### src/rtl/fpu_trace_recorder.sv
// fpu_trace_recorder: captures FPU transactions {Overflow, Error, round, Sel, Y, B, A}
// into a DEPTH-entry FIFO buffer with drop-new or overwrite-oldest full policy,
// read back one record per cycle through a registered read port.
module fpu_trace_recorder #(
  parameter int unsigned WIDTH = 32,
  parameter int unsigned DEPTH = 16,
  parameter int unsigned WRAP  = 0,
  parameter int unsigned REC_W = 3*WIDTH+6
) (
  input  logic                       Clock,
  input  logic                       Reset,
  input  logic [WIDTH-1:0]           A,
  input  logic [WIDTH-1:0]           B,
  input  logic [1:0]                 Sel,
  input  logic [1:0]                 round,
  input  logic [WIDTH-1:0]           Y,
  input  logic                       Error,
  input  logic                       Overflow,
  input  logic                       start,
  input  logic                       FIN,
  input  logic                       rd_en,
  output logic [REC_W-1:0]           rd_data,
  output logic                       rd_valid,
  output logic [$clog2(DEPTH):0]     count,
  output logic                       empty,
  output logic                       full,
  output logic                       frozen,
  output logic [31:0]                txn_cnt,
  output logic [15:0]                dropped
);

  localparam int unsigned AW = $clog2(DEPTH);
  localparam int unsigned CW = AW + 1;

  logic [REC_W-1:0] mem_q [DEPTH];
  logic [AW-1:0]    wp_q, wp_d;
  logic [AW-1:0]    rp_q, rp_d;
  logic [CW-1:0]    count_q, count_d;
  logic [31:0]      txn_q, txn_d;
  logic [15:0]      drop_q, drop_d;
  logic             frozen_q, frozen_d;
  logic             rd_valid_q, rd_valid_d;
  logic [REC_W-1:0] rd_data_q, rd_data_d;

  logic [REC_W-1:0] rec;
  logic             is_empty, is_full;
  logic             rd_acc, cap, wr_en, overwrite, lost, grow;

  assign rec      = {Overflow, Error, round, Sel, Y, B, A};
  assign is_empty = (count_q == '0);
  assign is_full  = (count_q == CW'(DEPTH));

  // Decide this cycle's read/capture outcome and next register values.
  // A read accepted while full frees a slot first, so a coincident capture is
  // stored normally rather than dropped or overwriting.
  always_comb begin
    rd_acc     = rd_en && !is_empty;
    cap        = start && !frozen_q;
    lost       = cap && is_full && !rd_acc;
    overwrite  = lost && (WRAP != 0);
    wr_en      = cap && (!lost || (WRAP != 0));
    grow       = wr_en && !overwrite;

    wp_d       = wr_en ? wp_q + AW'(1) : wp_q;
    rp_d       = (rd_acc || overwrite) ? rp_q + AW'(1) : rp_q;
    count_d    = count_q;
    if (grow && !rd_acc)      count_d = count_q + CW'(1);
    else if (!grow && rd_acc) count_d = count_q - CW'(1);
    txn_d      = cap ? txn_q + 32'd1 : txn_q;
    drop_d     = (lost && drop_q != 16'hFFFF) ? drop_q + 16'd1 : drop_q;
    frozen_d   = frozen_q || FIN;
    rd_valid_d = rd_acc;
    rd_data_d  = rd_acc ? mem_q[rp_q] : rd_data_q;
  end

  // Record storage; contents are not cleared by Reset.
  always_ff @(posedge Clock) begin
    if (wr_en) mem_q[wp_q] <= rec;
  end

  // Control and status registers with synchronous reset.
  always_ff @(posedge Clock) begin
    if (Reset) begin
      wp_q       <= '0;
      rp_q       <= '0;
      count_q    <= '0;
      txn_q      <= '0;
      drop_q     <= '0;
      frozen_q   <= 1'b0;
      rd_valid_q <= 1'b0;
      rd_data_q  <= '0;
    end else begin
      wp_q       <= wp_d;
      rp_q       <= rp_d;
      count_q    <= count_d;
      txn_q      <= txn_d;
      drop_q     <= drop_d;
      frozen_q   <= frozen_d;
      rd_valid_q <= rd_valid_d;
      rd_data_q  <= rd_data_d;
    end
  end

  assign rd_data  = rd_data_q;
  assign rd_valid = rd_valid_q;
  assign count    = count_q;
  assign empty    = is_empty;
  assign full     = is_full;
  assign frozen   = frozen_q;
  assign txn_cnt  = txn_q;
  assign dropped  = drop_q;

endmodule

### config.mk
export PLATFORM = sky130hd
export DESIGN_NAME = fpu_trace_recorder
export DESIGN_NICKNAME = d
export VERILOG_FILES = /design/src/rtl/fpu_trace_recorder.sv
export SDC_FILE = /design/constraint.sdc
export NUM_CORES = 2
export LEC_CHECK = 0
export CAP_MARGIN = 5
export CORE_AREA = 2 2 587 297
export DETAILED_ROUTE_END_ITERATION = 6
export DIE_AREA = 0 0 589 299
export SYNTH_ARGS = -nofsm -noshare
export SYNTH_HDL_FRONTEND = slang
export SYNTH_SLANG_ARGS = --single-unit
### constraint.sdc
create_clock -name Clock -period 12.2 [get_ports Clock]
set_clock_uncertainty 0.1 [all_clocks]
set_input_delay 1.83 -clock Clock [delete_from_list [all_inputs] [get_ports Clock]]
set_output_delay 1.83 -clock Clock [all_outputs]
set_load 0.02 [all_outputs]
==> qor.yml <==
detailed_routing:
  wirelength_um: 157000
  vias_per_cell: 5.43
  dr_total_vias: 31600
  wire_per_inst_um: 27.0
  drc: 0
  drt_first_pass_iters: 5
  drtIter0Drc: 3257
  final_antenna_net_count: 0
worst_setup_path:
  worstSetupStartpointType: "primary input"
  r2r_end: "mem_q[5][85]"
  crit_chain: "clkdlybuf4s50_1, nor2b_1, a21boi_2, nand2_1, nor2_4, buf_4, buf_4"
  worst-path-max-fanout: 53
  r2r-start: "frozen"
  crit_path_frequent_cell: "buf_4"
  setup.worst_path.class: "primary input to flip-flop"
  critPathBufInv: 3
  cp-startpoint: "start"
  crit_path_end_kind: "flip-flop"
  cpLargestDelayFamily: "buffers and inverters"
  cp_slowest_cell: "buf_4"
  worst_path_largest_cell_delay_ns: 0.89
  arrival_ns: 5.90
  required_ns: 12.48
  r2r_cells: 6
  ff2ff_setup_slack_ns: 7.83
grt:
  use_met3_pct: 4.06
  grt_max_degree: 117
  grt_usage_pct: 17.9
  top_usage_layer: "met1"
  use_met2_pct: 26.1
  grt_pass1_wl_um: 232000
  grt_use_met1_pct: 27.4
  grt_pass1_vias: 32300
  grt.overflow.total: 0
  antenna_found_initial: 10
timing:
  rsz0062_at_grt: "no"
  relSlewSlack_pct: 23.1
  finalSetupTns_ns: 0
  drv_slew: 0
  hold_ws_ns: 0.396
  post-route-period-util_pct: 46.1
  period_minus_slack_ns: 5.62
  max_freq_ghz: 0.178
  worst_slew_pin_slew_ns: 1.15
  final-hold-violation-count: 0
  setup_viol_count_final: 0
outcome:
  status: "complete, no violations"
clocking:
  cts_setup_buffers: 0
  cts_tree: "built"
  cts_hold_buffers: 0
  post_cts_resized: 0
  cts-root-buf: "clkbuf_16"
  clk_latency_ns: 0.79
  clk_pin_slew_worst_paths_ns: 0.07
  htree_num_levels: 4
  cts_buffer_depth: 4
  cts_sinks: 1797
  cts_buffers: 164
final_layout:
  drive_gt1_share_pct: 25.8
  finalNonFillerCells: 5821
  synthToLayoutAreaGrowth_pct: 15.3
  finalNetCount: 3502
floorplanning:
  start_util_pct: 39.6
  coreArea_sq_mm: 0.172
  rows: 108
  die_w_um: 589
  num_io_pins: 266
  dieArea_sq_mm: 0.176
  chipHeight_um: 299
pwr:
  p_leak_nw: 23.5
  peakVddDrop_mv: 0.208
  pwr_density_cell_mw_per_mm2: 184
worst_hold_path:
  hold_path_depth: 2
  hold_path.startpoint: "rd_data[58]"
  min_path_type: "flip-flop to flip-flop"
  worstHoldEndpoint: "rd_data[58]"
logic_synthesis:
  syn_nets: 3175
  ys_seq_area_share_pct: 76.9
  syn_avg_cell_area_sq_um: 22.3
  synth_top_area_cell: "edfxtp_1"
  async_reset_ff_share_pct: 0
  synth-main-ff-cell: "edfxtp_1"
  synth_warnings: 0
  yosysMostFrequentCell: "edfxtp_1"
  synth.distinct_cells: 52
  synthTopCellsByCount: "edfxtp_1 (1,632), mux4_2 (408), dfxtp_1 (165)"
  synth_area_sq_mm: 0.0680
  synth_area_leaders: "edfxtp_1 (72%), mux4_2 (14%), dfxtp_1 (4.9%)"
  postSynthCellCount: 3056
  ys_ff_latch: 1797
  synth_top_area_share_pct: 72.1
  synth-edff-count: 1632
placed_design:
  place_inst: 5527
  portBuffers: 265
  hpwl_um: 86500
  routabilityCongestion: 0.742
flow_run:
  drv_cap: 0
state kept, by name (all words and copies together), names as in the netlist:
register / cells
rd_data: 102
rp_q: 4
rd_valid: 1
dropped: 16
mem_q: 1632
count: 5
wp_q: 4
txn_cnt: 32
frozen: 1
report_power, final:
| group | switching (mW) | internal [mW] |
|---|---|---|
| Sequential | 0.205 | 6.91 |
| Clock | 2.21 | 2.79 |
| Combinational | 1.21 | 1.12 |
| Total | 3.63 | 10.8 |
final cells by class:
cell class | count | area, sq um
Clock buffer | 231 | 4500
Antenna cell | 5 | 12.5
Multi-Input combinational cell | 1091 | 15000
Fill cell | 14200 | 93300
Tap cell | 2310 | 2890
Clock inverter | 58 | 566
Sequential cell | 1797 | 52300
Timing Repair Buffer | 323 | 3160
Inverter | 6 | 25.0
tightest hold or removal path, cell delays in order, from the launching register on:
cell     delay, ns
dfxtp_1       0.33
a22oi_1       0.07
o21ai_0       0.06
worst max path at each step:
stage / slack [ns] / end / depth (start not counted)
floorplan: 1.76 / mem_q[3][0] / 5
global placement: 5.67 / mem_q[4][15] / 7
detailed placement: 5.67 / mem_q[4][18] / 7
CTS: 6.48 / mem_q[4][85] / 7
global route: 6.29 / mem_q[4][26] / 7
finish: 6.58 / mem_q[5][85] / 7
per-stage QoR:
stage	utilization [%]	cell area, sq um	power [mW]	worst slack (ns)
final	45.7	78400	14.5	6.58
after global routing	45.7	78400	15.0	6.29
after CTS	45.7	78400	14.6	6.48
after detailed placement	42.7	73400	9.65	5.67
after global placement	42.7	73400	9.64	5.67
after floorplan	-	68000	8.78	1.76
layout by cell type, fill, tap and decap left out, types with 66 or more instances in the layout:
| master | netlist | final |
|---|---|---|
| clkbuf_16 | 0 | 165 |
| mux4_2 | 408 | 408 |
| o21ai_1 | 81 | 81 |
| nor2_1 | 78 | 66 |
| clkdlybuf4s50_1 | 0 | 264 |
| dfxtp_1 | 165 | 162 |
| mux2_2 | 105 | 105 |
| mux2i_1 | 106 | 106 |
| edfxtp_1 | 1632 | 1632 |
| a22oi_2 | 80 | 80 |
kinds of logic (layout without fill, tap and decap cells):
| family | Yosys count | after routing | synth area share (%) |
|---|---|---|---|
| and+or+nand+nor | 184 | 184 | 1.42 |
| other | 0 | 5 | 0 |
| xor gates and xnor gates | 51 | 51 | 0.657 |
| DFF | 1797 | 1797 | 76.9 |
| muxes | 620 | 620 | 16.8 |
| AOI/OAI and AO/OA | 224 | 224 | 2.68 |
| buffers and inverters | 168 | 618 | 1.27 |
| adders and majority gates | 12 | 12 | 0.232 |
metal layers:
| layer | wire length, um | vias up |
|---|---|---|
| met5 | 41 | - |
| met4 | 2390 | 8 |
| met3 | 10700 | 198 |
| met2 | 70300 | 922 |
| met1 | 73800 | 17100 |
| li1 | - | 13400 |
Note: power is estimated with default switching activity, not from simulation.
